## src/rtl/pixel_sequencer.sv

```systemverilog
// Pixel array frame sequencer: erase, expose and ramp-convert the array, then
// hand each latched pixel code downstream over a valid/ready port.
module pixel_sequencer #(
  parameter int unsigned ADC_BITS     = 8,
  parameter int unsigned NUM_PIX      = 4,
  parameter int unsigned ERASE_CYCLES = 5
) (
  input  logic                clk,
  input  logic                reset,
  input  logic                start,
  input  logic                continuous,
  input  logic [15:0]         expose_len,
  output logic                erase,
  output logic                expose,
  output logic                convert,
  output logic [ADC_BITS-1:0] ramp_code,
  output logic [NUM_PIX-1:0]  read_sel,
  input  logic [ADC_BITS-1:0] pixel_data,
  output logic [ADC_BITS-1:0] out_data,
  output logic                out_valid,
  input  logic                out_ready,
  output logic                frame_done,
  output logic                busy
);
  localparam int unsigned EW        = (ERASE_CYCLES > 1) ? $clog2(ERASE_CYCLES) : 1;
  localparam int unsigned IW        = (NUM_PIX > 1) ? $clog2(NUM_PIX) : 1;
  localparam int unsigned CW        = ADC_BITS + 1;
  localparam int unsigned CONV_LAST = (1 << ADC_BITS) - 1;

  typedef enum logic [2:0] {
    S_IDLE, S_ERASE, S_EXPOSE, S_CONVERT, S_RD_SETUP, S_RD_XFER, S_DONE
  } state_t;

  state_t              state_q, state_d;
  logic [EW-1:0]       erase_cnt_q, erase_cnt_d;
  logic [15:0]         exp_cnt_q, exp_cnt_d;
  logic [15:0]         exp_len_q, exp_len_d;
  logic [CW-1:0]       conv_cnt_q, conv_cnt_d;
  logic [IW-1:0]       idx_q, idx_d;
  logic [ADC_BITS-1:0] ramp_d, out_data_d;
  logic [NUM_PIX-1:0]  read_sel_d;
  logic                erase_d, expose_d, convert_d, out_valid_d, frame_done_d, busy_d;

  // Next state, counters and next output values; outputs follow the next state
  always_comb begin
    state_d     = state_q;
    erase_cnt_d = erase_cnt_q;
    exp_cnt_d   = exp_cnt_q;
    exp_len_d   = exp_len_q;
    conv_cnt_d  = conv_cnt_q;
    idx_d       = idx_q;
    ramp_d      = ramp_code;
    out_data_d  = out_data;

    case (state_q)
      S_IDLE: begin
        if (start || continuous) begin
          state_d   = S_ERASE;
          exp_len_d = (expose_len == 16'd0) ? 16'd1 : expose_len;
          ramp_d    = '0;
        end
      end
      S_ERASE: begin
        if (erase_cnt_q == EW'(ERASE_CYCLES - 1)) begin
          state_d     = S_EXPOSE;
          erase_cnt_d = '0;
        end else begin
          erase_cnt_d = erase_cnt_q + EW'(1);
        end
      end
      S_EXPOSE: begin
        if (exp_cnt_q == exp_len_q - 16'd1) begin
          state_d   = S_CONVERT;
          exp_cnt_d = '0;
        end else begin
          exp_cnt_d = exp_cnt_q + 16'd1;
        end
      end
      S_CONVERT: begin
        // Ramp stops at all-ones on the last convert cycle and holds there
        if (conv_cnt_q == CW'(CONV_LAST)) begin
          state_d    = S_RD_SETUP;
          conv_cnt_d = '0;
          idx_d      = '0;
        end else begin
          conv_cnt_d = conv_cnt_q + CW'(1);
          ramp_d     = ramp_code + ADC_BITS'(1);
        end
      end
      S_RD_SETUP: begin
        out_data_d = pixel_data;
        state_d    = S_RD_XFER;
      end
      S_RD_XFER: begin
        if (out_ready) begin
          if (idx_q == IW'(NUM_PIX - 1)) begin
            state_d = S_DONE;
            idx_d   = '0;
          end else begin
            state_d = S_RD_SETUP;
            idx_d   = idx_q + IW'(1);
          end
        end
      end
      S_DONE: begin
        if (continuous) begin
          state_d   = S_ERASE;
          exp_len_d = (expose_len == 16'd0) ? 16'd1 : expose_len;
          ramp_d    = '0;
        end else begin
          state_d = S_IDLE;
        end
      end
      default: state_d = S_IDLE;
    endcase

    erase_d      = (state_d == S_ERASE);
    expose_d     = (state_d == S_EXPOSE);
    convert_d    = (state_d == S_CONVERT);
    out_valid_d  = (state_d == S_RD_XFER);
    frame_done_d = (state_d == S_DONE);
    busy_d       = (state_d != S_IDLE);
    read_sel_d   = (state_d == S_RD_SETUP || state_d == S_RD_XFER) ?
                   (NUM_PIX'(1) << idx_d) : '0;
  end

  // State, counters and registered outputs
  always_ff @(posedge clk) begin
    if (!reset) begin
      state_q     <= S_IDLE;
      erase_cnt_q <= '0;
      exp_cnt_q   <= '0;
      exp_len_q   <= '0;
      conv_cnt_q  <= '0;
      idx_q       <= '0;
      ramp_code   <= '0;
      out_data    <= '0;
      read_sel    <= '0;
      erase       <= 1'b0;
      expose      <= 1'b0;
      convert     <= 1'b0;
      out_valid   <= 1'b0;
      frame_done  <= 1'b0;
      busy        <= 1'b0;
    end else begin
      state_q     <= state_d;
      erase_cnt_q <= erase_cnt_d;
      exp_cnt_q   <= exp_cnt_d;
      exp_len_q   <= exp_len_d;
      conv_cnt_q  <= conv_cnt_d;
      idx_q       <= idx_d;
      ramp_code   <= ramp_d;
      out_data    <= out_data_d;
      read_sel    <= read_sel_d;
      erase       <= erase_d;
      expose      <= expose_d;
      convert     <= convert_d;
      out_valid   <= out_valid_d;
      frame_done  <= frame_done_d;
      busy        <= busy_d;
    end
  end
endmodule

```

## config.mk

```make
export PLATFORM = sky130hd
export DESIGN_NAME = pixel_sequencer
export DESIGN_NICKNAME = d
export VERILOG_FILES = /design/src/rtl/pixel_sequencer.sv
export SDC_FILE = /design/constraint.sdc
export NUM_CORES = 1
export LEC_CHECK = 0
export CAP_MARGIN = 5
export CORE_MARGIN = 3
export CORE_UTILIZATION = 49
export DETAILED_ROUTE_END_ITERATION = 10
export PLACE_DENSITY = 0.77
export SYNTH_ARGS = -nofsm -noshare
export SYNTH_HDL_FRONTEND = slang
export SYNTH_SLANG_ARGS = --single-unit
```

## constraint.sdc

```tcl
create_clock -name clk -period 2.6 [get_ports clk]
set_input_delay 0.39 -clock clk [delete_from_list [all_inputs] [get_ports clk]]
set_output_delay 0.39 -clock clk [all_outputs]
set_load 0.01 [all_outputs]
```

# After elaboration in Yosys (flattened, before gate mapping)

Index checks and enable logic that the tools add are counted.

Input port bits: 29
Word-level logic and storage cells: 74
Register bits: 75
Output and inout port bits: 26

Shifts and indexed selects: 1
Equality and inequality tests: 19
$add $sub $neg: 6
Reduce and logical (&&, ||, !) cells: 10
Multiplexer cells: 23

Operators by type and width:

| kind                    | number |
|---|---|
| $mux W16                | 4 |
| $pmux W16 S2            | 1 |
| $mux W8                 | 3 |
| $pmux W8 S3             | 1 |
| $eq A3 B3 Y1 const B    | 7 |
| $pmux W3 S7             | 1 |
| $mux W3                 | 6 |
| $add A16 B1 Y16 const B | 1 |
| $eq A16 B16 Y1          | 1 |
| $logic_not A16 Y1       | 1 |
| $sub A16 B1 Y16 const B | 1 |
| $eq A3 B2 Y1 const B    | 4 |
| $add A9 B1 Y9 const B   | 1 |
| $eq A9 B8 Y1 const B    | 1 |
| $mux W9                 | 1 |
| $add A8 B1 Y8 const B   | 1 |
| $mux W2                 | 4 |
| $eq A3 B1 Y1 const B    | 2 |
| $ne A2 B2 Y1 const B    | 3 |
| $reduce_bool A3 Y1      | 2 |
| $pmux W2 S2             | 1 |
| $reduce_and A4 Y1       | 1 |
| $shl A1 B2 Y4 const A   | 1 |
| $add A3 B1 Y3 const B   | 1 |
| other kinds (8)         | 9 |

# Logic depth before layout (Yosys ltp)

Depth in word-level cells: 7
Gate-level depth with buffers: 11
Gate-level depth less buffers: 9

# Least setup slack after synthesis

No wires, ideal clock.

Path type: reg-to-reg
Start: reg exp_len_q[0]
End: reg exp_cnt_q[5]
Library setup time: 0.115 ns
Buffers on the path: 2
Path slack: 0.055 ns
Stages on the path, launching flop included: 12
Period minus slack after synthesis: 2.545 ns
Required time: 2.485 ns
Arrival: 2.430 ns
Cell sequence: dfxtp_1 clkbuf_1 inv_1 ha_1 or4b_4 nor3_1 a21oi_1 nor4_2 nand4_2 o21ai_4 buf_8 nor2_2

Word-level cells in the longest chain between the ends: 3

RTL lines:

| item                     | line | RTL |
|---|---|---|
| start: declaration       | 37   | `logic [15:0] exp_len_q, exp_len_d;` |
| start signal: assignment | 149  | `exp_len_q <= exp_len_d;` |
| $sub A16 B1 Y16          | 72   | `if (exp_cnt_q == exp_len_q - 16'd1) begin` |
| $eq A16 B16 Y1           | 72   |  |
| $mux W16                 | 72   |  |
| end signal: assignment   | 148  | `exp_cnt_q <= exp_cnt_d;` |
| end: declaration         | 36   | `logic [15:0] exp_cnt_q, exp_cnt_d;` |

No other way between the ends.
A chain may end at the register's enable or synchronous reset.

# Worst setup path in the final report

Start: reg exp_len_q[5]
End: reg exp_cnt_q[9]

Same word-level chain as after synthesis.

==> out/qor.csv <==
metric,value,unit
vias after detailed routing,3053,
top-count cell post-synth,dfxtp_1,
crit end category,flop,
worst path required time,2.84,ns
leading area contributor after synthesis,dfxtp_1,
GR peak layer,met2,
Critical-path top delay cell,or4_4,
placed cells,552,
f_max,403.9,MHz
final setup margin,0.1238,ns
IO buf count,54,
outcome,completed,
Die Area,8558,sq um
post-DR wirelength/cell,14.75,um
antenna violations before repair,0,
Hold Path Depth,2,
final cell count without fillers,568,
Final Max Tran Viols,0,
DP Worst Slack,0.09290,ns
Slew @ Worst Pin,0.6782,ns
Ys Warns,0,
CORE AREA,7019,sq um
number of cell rows,30,
critical path arrival,2.72,ns
Post-synth EDFFs,0,
minimum clock period,2.476,ns
clock tree root driver cell,clkbuf_8,
grt ovf,0,
die width,92.51,um
Hold Crit Class,reg2reg,
Design Power,2.424,mW
area added between synthesis and finish,23.64,%
Tot GR Track Use,20.19,%
Max-cap violations,0,
DR DRC count,0,
crit path cell chain,"or4_4, nor4_4, xnor2_1, a311oi_2, nand4_2, o21ai_4, buf_12, nor2_1",
clock sink total,75,
share of the synthesized area in the top cell type,40.94,%
H-tree depth,3,
worst path bufs/invs,1,
Synth area leaders,"dfxtp_1 41%, mux2i_1 7.4%, nor2_1 6.4%, xor2_1 6.0%, xnor2_1 5.3%",
WHS,0.4998,ns
static leakage,1.671,nW
Inserted Diodes,0,
met3 Use GR,3.412,%
"CP delay by family, top",simple AND/OR/NAND/NOR gates,
Die H,92.51,um
Final Wtd Congestion,0.8813,
RSZ-0062 raised after global routing,false,
Clock Tree Buf Depth,2,
"Reg clk slew, reported paths",0.08,ns
HPWL Detailed,6.136,mm
P per Cell Area,534.6,nW/um^2
DR vias/cell,5.375,
Avg Synthesized Cell Area,9.033,sq um
critical setup path kind,reg2reg,
M1 GR Usage,27.73,%
crit path max fanout,13,
number of global-route vias before repair,2936,
fillers,599,
count of cell types in the netlist,56,
Crit path largest cell delay,0.59,ns
Yosys reg bits,75,
first-pass GRT wire length,13.92,mm
Worst IR Drop VDD,0.0002805,V
Worst path depth,8,
register area share after synthesis,40.94,%
cells after synthesis,406,
Startpoint Class,flop,
Post-synth top cells,"75 x dfxtp_1, 63 x nor2_1, 27 x mux2i_1, 25 x xor2_1, 23 x nand2_1",
final wirelength,8.376,mm
FF-to-FF path depth,8,
ratio of cells with drive above 1 in the final layout,11.65,%
final-stage net count,504,
Starting Density,52.25,%
Routed Antenna Nets,0,
final period utilization,95.24,%
total CTS buffers,9,
met2 usage,31.24,%
I/O pin total,55,
"Hold Violations, Final",0,
TritonCTS clock tree,yes,
Setup Skew,0.01081,ns
ys flop type,dfxtp_1,
setup_tns,0,ns
final setup violation count,0,
syn_nets,442,
Synth Cell Area,3667,sq um
pin count of the biggest net entering global routing,38,
DRT iter0 DRCs,142,
clk_lat worst skew,0.35,ns
Pre-antenna DRT Iters,4,
fraction of registers with async set/reset,0,%
Rel. slew slack,54.48,%
-- final cells by class --
class / instances / area (sq um) / share of cell area (%)
multi-input combinational: 310 / 2079 / 45.86
sequential: 75 / 1501 / 33.11
timing repair buffer: 64 / 628.1 / 13.85
clock buffer: 12 / 135.1 / 2.980
tap: 96 / 120.1 / 2.649
clock inverter: 3 / 40.04 / 0.8830
inverter: 8 / 30.03 / 0.6623
-- layer usage --
| metal | share of wire, % | vias up | routed length, um |
|---|---|---|---|
| met4 | 1.8 | 0 | 151 |
| li1 | - | 1546 | - |
| met5 | 0 | - | 0 |
| met3 | 3.9 | 12 | 329 |
| met1 | 49 | 1425 | 4119 |
| met2 | 45 | 70 | 3776 |
-- what timing repair did --
action,in CTS,in global routing
hold endpoints to repair,0,0
setup endpoints to repair,0,16
hold buffers,0,0
setup buffers,0,1
gates resized for setup,0,4
-- kinds of logic after synthesis --
logic type / count (synthesis) / share of synthesized area [%]
xor gates and xnor gates: 47 / 11.22
and+or+nand+nor: 178 / 25.76
adders and majority gates: 7 / 2.388
buffers and inverters: 21 / 3.105
AOI/OAI and AO/OA: 51 / 9.212
muxes: 27 / 7.370
DFF: 75 / 40.94
-- worst register-to-register path: stages, from the launching register on --
cell and delay [ns]:
dfxtp_1 0.40, or4_4 0.60, nor4_4 0.30, xnor2_1 0.11, a311oi_2 0.29, nand4_2 0.25
o21ai_4 0.22, buf_12 0.16, nor2_1 0.05
-- through the flow --
| stage | utilization (%) | instance area (sq um) |
|---|---|---|
| after floorplan | - | 3667 |
| after global placement | 61.66 | 4328 |
| after detailed placement | 61.66 | 4328 |
| after CTS | 64.15 | 4503 |
| after global routing | 64.60 | 4534 |
| final | 64.60 | 4534 |
-- layout by cell type, fill, tap and decap left out, types with 4 or more instances in the layout --
cell type	count
xnor2_1	22
nor2_1	63
nand3_1	16
buf_4	9
nand2_1	23
ha_1	7
and3_1	6
nor2b_1	6
xor2_1	25
nor4_2	4
o21ai_0	10
nor3_1	8
dfxtp_1	75
inv_1	7
nor4_1	6
nand4_1	6
and2_1	4
mux2i_1	27
clkdlybuf4s50_1	54
o2111ai_1	4
nor2_2	10
clkbuf_8	9
a21oi_1	20
nand3b_1	4
-- path summary, 6_finish.rpt --
check | from | endpoint | slack (ns)
max | exp_len_q[5] | exp_cnt_q[9] | 0.12
min | out_data[1] | out_data[1] | 0.50
max reg2reg | exp_len_q[5] | exp_cnt_q[9] | 0.12
min reg2reg | out_data[1] | out_data[1] | 0.50
-- power by group --
group	total [mW]	internal, mW	switching [mW]
Clock	0.842	0.436	0.405
Sequential	1.23	1.18	0.0482
Combinational	0.356	0.180	0.176
Total	2.42	1.79	0.629
-- sequential cells by signal, indices dropped and copies added (netlist names) --
| name | flops |
|---|---|
| busy | 1 |
| frame_done | 1 |
| exp_cnt_q | 16 |
| erase | 1 |
| conv_cnt_q | 9 |
| erase_cnt_q | 3 |
| idx_q | 2 |
| convert | 1 |
| out_valid | 1 |
| ramp_code | 8 |
| exp_len_q | 16 |
| expose | 1 |
| state_q | 3 |
| read_sel | 4 |
| out_data | 8 |
No activity file was read; power rests on OpenSTA's default activity.
